[src/rtl/dcp_pkg.sv]
// Shared constants for the debug control port: FSM state encoding, ASCII codes, print request types.
package dcp_pkg;

  typedef enum logic [1:0] {
    ST_IDLE    = 2'd0,
    ST_SEND    = 2'd1,
    ST_ACK     = 2'd2,
    ST_RELEASE = 2'd3
  } state_t;

  localparam logic [7:0] ASCII_0  = 8'h30;
  localparam logic [7:0] ASCII_A  = 8'h41;
  localparam logic [7:0] ASCII_CR = 8'h0D;
  localparam logic [7:0] ASCII_LF = 8'h0A;

  localparam logic TX_CHAR = 1'b0;
  localparam logic TX_HEX  = 1'b1;

endpackage

[src/rtl/nibble_to_ascii.sv]
// Combinational 4-bit value to uppercase ASCII hex digit.
module nibble_to_ascii
  import dcp_pkg::*;
(
  input  logic [3:0] nib,
  output logic [7:0] chr
);

  always_comb begin
    if (nib < 4'd10) chr = ASCII_0 + {4'h0, nib};
    else             chr = ASCII_A + {4'h0, nib - 4'd10};
  end

endmodule

[src/rtl/dcp_tx_formatter.sv]
// Debug-port transmit formatter: prints a raw char or a hex word as a valid/ready byte stream.
// Define DCP_TX_HEX_CRLF_EN to append CR LF after every hex word.
module dcp_tx_formatter
  import dcp_pkg::*;
#(
  parameter int HEX_DIGITS = 8
) (
  input  logic        clk,
  input  logic        rst,
  input  logic        req_tx,
  input  logic        type_tx,
  input  logic [31:0] dout_tx,
  output logic        ack_tx,
  output logic [7:0]  d_tx,
  output logic        vld_tx,
  input  logic        rdy_tx
);

`ifdef DCP_TX_HEX_CRLF_EN
  localparam logic [3:0] HEX_LEN = 4'(HEX_DIGITS + 2);
`else
  localparam logic [3:0] HEX_LEN = 4'(HEX_DIGITS);
`endif

  state_t      state_q, state_d;
  logic [3:0]  cnt_q, cnt_d;
  logic [31:0] data_q, data_d;
  logic        type_q, type_d;
  logic        vld_q, vld_d;
  logic        ack_q, ack_d;
  logic [7:0]  d_tx_q, d_tx_d;
  logic        load_byte;
  logic [3:0]  nib_idx;
  logic [3:0]  nib;
  logic [7:0]  nib_chr;

  always_comb begin
    state_d   = state_q;
    cnt_d     = cnt_q;
    data_d    = data_q;
    type_d    = type_q;
    vld_d     = vld_q;
    ack_d     = 1'b0;
    load_byte = 1'b0;
    case (state_q)
      ST_IDLE: begin
        if (req_tx) begin
          state_d   = ST_SEND;
          data_d    = dout_tx;
          type_d    = type_tx;
          cnt_d     = (type_tx == TX_HEX) ? HEX_LEN : 4'd1;
          vld_d     = 1'b1;
          load_byte = 1'b1;
        end
      end
      ST_SEND: begin
        if (rdy_tx) begin
          cnt_d = cnt_q - 4'd1;
          if (cnt_d == 4'd0) begin
            state_d = ST_ACK;
            vld_d   = 1'b0;
            ack_d   = 1'b1;
          end else begin
            load_byte = 1'b1;
          end
        end
      end
      ST_ACK:     state_d = ST_RELEASE;
      ST_RELEASE: if (!req_tx) state_d = ST_IDLE;
      default:    state_d = ST_IDLE;
    endcase
  end

  // The byte for the next cycle is chosen from the next count, so d_tx stays registered.
`ifdef DCP_TX_HEX_CRLF_EN
  assign nib_idx = cnt_d - 4'd3;
`else
  assign nib_idx = cnt_d - 4'd1;
`endif
  assign nib = 4'(data_d >> {nib_idx, 2'b00});

  nibble_to_ascii u_nib (
    .nib (nib),
    .chr (nib_chr)
  );

  always_comb begin
    d_tx_d = d_tx_q;
    if (load_byte) begin
      if (type_d == TX_CHAR)   d_tx_d = data_d[7:0];
`ifdef DCP_TX_HEX_CRLF_EN
      else if (cnt_d == 4'd2) d_tx_d = ASCII_CR;
      else if (cnt_d == 4'd1) d_tx_d = ASCII_LF;
`endif
      else                     d_tx_d = nib_chr;
    end else if (ack_d) begin
      d_tx_d = 8'h00;
    end
  end

  always_ff @(posedge clk or posedge rst) begin
    if (rst) begin
      state_q <= ST_IDLE;
      cnt_q   <= 4'd0;
      data_q  <= 32'd0;
      type_q  <= TX_CHAR;
      vld_q   <= 1'b0;
      ack_q   <= 1'b0;
      d_tx_q  <= 8'h00;
    end else begin
      state_q <= state_d;
      cnt_q   <= cnt_d;
      data_q  <= data_d;
      type_q  <= type_d;
      vld_q   <= vld_d;
      ack_q   <= ack_d;
      d_tx_q  <= d_tx_d;
    end
  end

  assign ack_tx = ack_q;
  assign vld_tx = vld_q;
  assign d_tx   = d_tx_q;

endmodule
[config.mk]
export PLATFORM = sky130hd
export DESIGN_NAME = dcp_tx_formatter
export DESIGN_NICKNAME = d
export VERILOG_FILES = /design/src/rtl/dcp_pkg.sv /design/src/rtl/nibble_to_ascii.sv /design/src/rtl/dcp_tx_formatter.sv
export SDC_FILE = /design/constraint.sdc
export NUM_CORES = 1
export LEC_CHECK = 0
export ABC_AREA = 1
export CAP_MARGIN = 20
export CORE_MARGIN = 10
export CORE_UTILIZATION = 31
export CTS_BUF_LIST = sky130_fd_sc_hd__clkbuf_16
export DETAILED_ROUTE_END_ITERATION = 8
export PLACE_DENSITY = 0.52
export SLEW_MARGIN = 20
export SYNTH_ARGS = -nofsm -noshare
export SYNTH_HDL_FRONTEND = slang
export SYNTH_SLANG_ARGS = --single-unit
export TNS_END_PERCENT = 5
[constraint.sdc]
create_clock -name clk -period 3.6 [get_ports clk]
set_clock_uncertainty 0.05 [all_clocks]
set_input_delay 0.72 -clock clk [delete_from_list [all_inputs] [get_ports clk]]
set_output_delay 0.72 -clock clk [all_outputs]
set_load 0.05 [all_outputs]
==> results of run 1 <==
==> sequential cells by signal (all words and copies together), names as in the netlist <==
signal / flops
ack_tx: 1
cnt_q: 4
d_tx: 8
data_q: 32
state_q: 2
type_q: 1
vld_tx: 1
==> critical path, delay by kind of cell <==
kind	cells	cell delay, ns
buffers and inverters	4	0.89
AND/OR/NAND/NOR	9	0.84
adder cells (fa/ha/maj)	2	0.57
XOR/XNOR	1	0.16
AO/OA/AOI/OAI	1	0.13
==> routing by layer <==
metal	share of wire (%)	wire, µm	global-route usage [%]	vias up
li1	-	-	-	1239
met1	46	3193	14.67	1124
met2	47	3272	18.46	53
met3	5.1	354	2.778	7
met4	1.3	90	3.258	0
met5	0	0	0	-
==> how the worst max path moves through the flow <==
| stage | cells past startpoint | startpoint | end |
|---|---|---|---|
| finish | 17 | req_tx | d_tx[2] |
| detailed placement | 17 | req_tx | d_tx[2] |
| CTS | 17 | req_tx | d_tx[2] |
| global route | 18 | req_tx | d_tx[4] |
| floorplan | 19 | state_q[0] | d_tx[2] |
| global placement | 15 | rdy_tx | d_tx[2] |
==> logic make-up after synthesis <==
group | synth area share, %
AO/OA/AOI/OAI | 8.533
XOR/XNOR | 0.3161
adder cells (fa/ha/maj) | 4.063
buffers and inverters | 11.02
flip-flops | 44.24
AND/OR/NAND/NOR | 31.83
==> synth_stat cells <==
master       n
nand2_1    101
o2111ai_1    1
dfrtp_1     49
or2_1        2
or2_2       12
nor2_4       1
inv_1       59
or2_0        1
nand2_2      4
nand4_1      1
inv_2        4
o21ai_1     11
buf_6        3
buf_2        4
xor2_1       1
nand2_4      3
a21oi_1      7
nand3_1     47
clkbuf_1     2
o21ai_0     20
a31oi_1      1
nand3_2      4
buf_4        1
nor2_2       3
o31ai_1      1
o21bai_1     2
ha_1         9
o21ai_2      1
nor2_1       9
nor3_1       1
==> power groups by stage <==
stage / Combinational (mW) / Sequential [mW] / Clock [mW]
2_1_floorplan: 1.78 / 1.04 / 0
3_3_place_gp: 2.48 / 0.899 / 0
3_5_place_dp: 2.50 / 0.906 / 0
4_1_cts: 2.52 / 0.896 / 0.467
5_1_grt: 2.89 / 0.923 / 0.491
6_report: 2.48 / 0.893 / 0.451
==> layout make-up <==
type / instances / share of cell area [%]
multi-input combinational: 243 / 35.53
sequential: 49 / 35.14
timing repair buffer: 53 / 14.70
inverter: 63 / 6.812
tap: 108 / 3.872
clock buffer: 5 / 3.586
clock inverter: 3 / 0.3586
==> through the flow <==
stage / instances / worst slack [ns] / power, mW / hold slack [ns]
finish: 524 / 0.4729 / 3.821 / 0.4254
global route: 524 / 0.2016 / 4.304 / 0.4558
CTS: 524 / 0.4592 / 3.879 / 0.4316
detailed placement: 516 / 0.1582 / 3.409 / 0.4166
global placement: 516 / 0.2152 / 3.378 / 0.4162
floorplan: 365 / 0.6046 / 2.815 / 0.3949
==> results_dict.tcl, run 1 <==
set metrics [dict create \
    status "complete, no violations" \
    core_area_um2 8721 \
    vias_per_cell 4.624 \
    crit_type "in -> reg" \
    fin_crit_ns 3.127 \
    p_seq_share_pct 23.4 \
    wirelength_mm 6.911 \
    grt_pass1_wl_mm 12.30 \
    worst-r2r-cell-count 16 \
    ios 47 \
    netlist_instances 365 \
    seq_area_frac_synth_pct 44.24 \
    cell_internal_pwr_mw 1.951 \
    cp_slowest_cell "clkdlybuf4s50_1" \
    fillCellCount 931 \
    cts_resized 0 \
    ir_worst_vdd_uv 408.8 \
    hp-class "reg -> reg" \
    wire_per_inst_um 13.19 \
    arrival_ns 3.31 \
    clockBufferDepth 2 \
    dp_hpwl_mm 5.256 \
    clockPowerShare_pct 11.8 \
    area_growth_pct 25.91 \
    cts_sinks 49 \
    synth_top_area_share_pct 44.24 \
    die_area_um2 13120 \
    hp-start "d_tx[1]" \
    finalCritPeriodShare_pct 86.86 \
    drtIter0Drc 109 \
    numCtsBuffers 5 \
    required_ns 3.78 \
    regToRegSetupSlack_ns 0.61 \
    fin_util_pct 40.01 \
    r2r_end "d_tx[2]" \
    grt_max_degree 50 \
    cts_hold_buf 0 \
    drtPass1Iterations 4 \
    reg2reg_from "state_q[1]" \
    fp-row-count 34 \
    hold_end "d_tx[1]" \
    synth_area_leaders "dfrtp_1, nand2_1, nand3_1" \
    maxSlewViolCount 0 \
    path_cells "clkdlybuf4s50_1 > inv_1 > nand2_1 > nand3_2 > nand2_4 > nand2_4 > inv_1 > ha_1 > inv_1 > nand3_1 > nand3_1 > nand3_2 > ha_1 > xor2_1 > o21ai_1 > nand2_1 > nand2_1" \
    placed_area_um2 3351 \
    htreeDepth 2 \
    grt_usage_pct 11.40 \
    grt_antenna_before_repair 0 \
    place_congestion 0.7944 \
    worst_path_largest_cell_delay_ns 0.54 \
    synth_area_um2 2771 \
    drc 0 \
    clock.fmax_mhz 319.8 \
    drive_above_1_share_pct 11.06 \
    avgSynthCellArea_um2 7.593 \
    holdPathStages 2 \
    switchingPower_mw 1.870 \
    clk_latency_ns 0.29 \
    clockRootBuffer "clkbuf_16" \
    cts.clk_slew.worst_paths_ns 0.06 \
    synth.distinct_cells 30 \
    layout_commonest_cell "nand2_1" \
    critPathMaxFanout 8 \
    power_leakage_nw 1.763 \
    fin_tns_setup_ns 0 \
    multi_input_area_um2 1240 \
    final_cell_mix "nand2_1, inv_1, dfrtp_1" \
    maxCapViolCount 0 \
    postCtsSetupBuffers 0 \
    antenna_cells 0 \
    ff_latch_area_um2 1226 \
    grt_overflow 0 \
    die_w_um 114.6 \
    sw_frac_of_total_pct 48.95 \
    antenna_left 0 \
    die_h_um 114.6 \
    io_buffers 46 \
    pwr-share-comb_pct 64.8 \
    yosys.area.top_type "dfrtp_1" \
    setup_violations 0 \
    via_count 2423 \
    finalHoldViolCount 0 \
    crit_path_start_kind "input port" \
    yosys_warnings 0 \
    slew_headroom_pct 42.79 \
    fin_nets 461 \
    start_util_pct 31.78 \
    cp-end-kind "flip-flop" \
    rsz0062_at_grt "no" \
    grt_pass1_vias 2542 \
    synth_nets 411 \
    worst_pin_slew_ns 0.8571 \
    ys_ff_latch 49 \
    cts_tree "built" \
    fin_area_um2 3490 \
    p_per_area_nw_per_um2 1095 \
]
Note: power is estimated with default switching activity, not from simulation.
==> run 2, diff against run 1 <==
SKIP_CTS_REPAIR_TIMING = 1   (was unset)
==> results of run 2 <==
Final layout, timing and power as in run 1 (identical DEF).
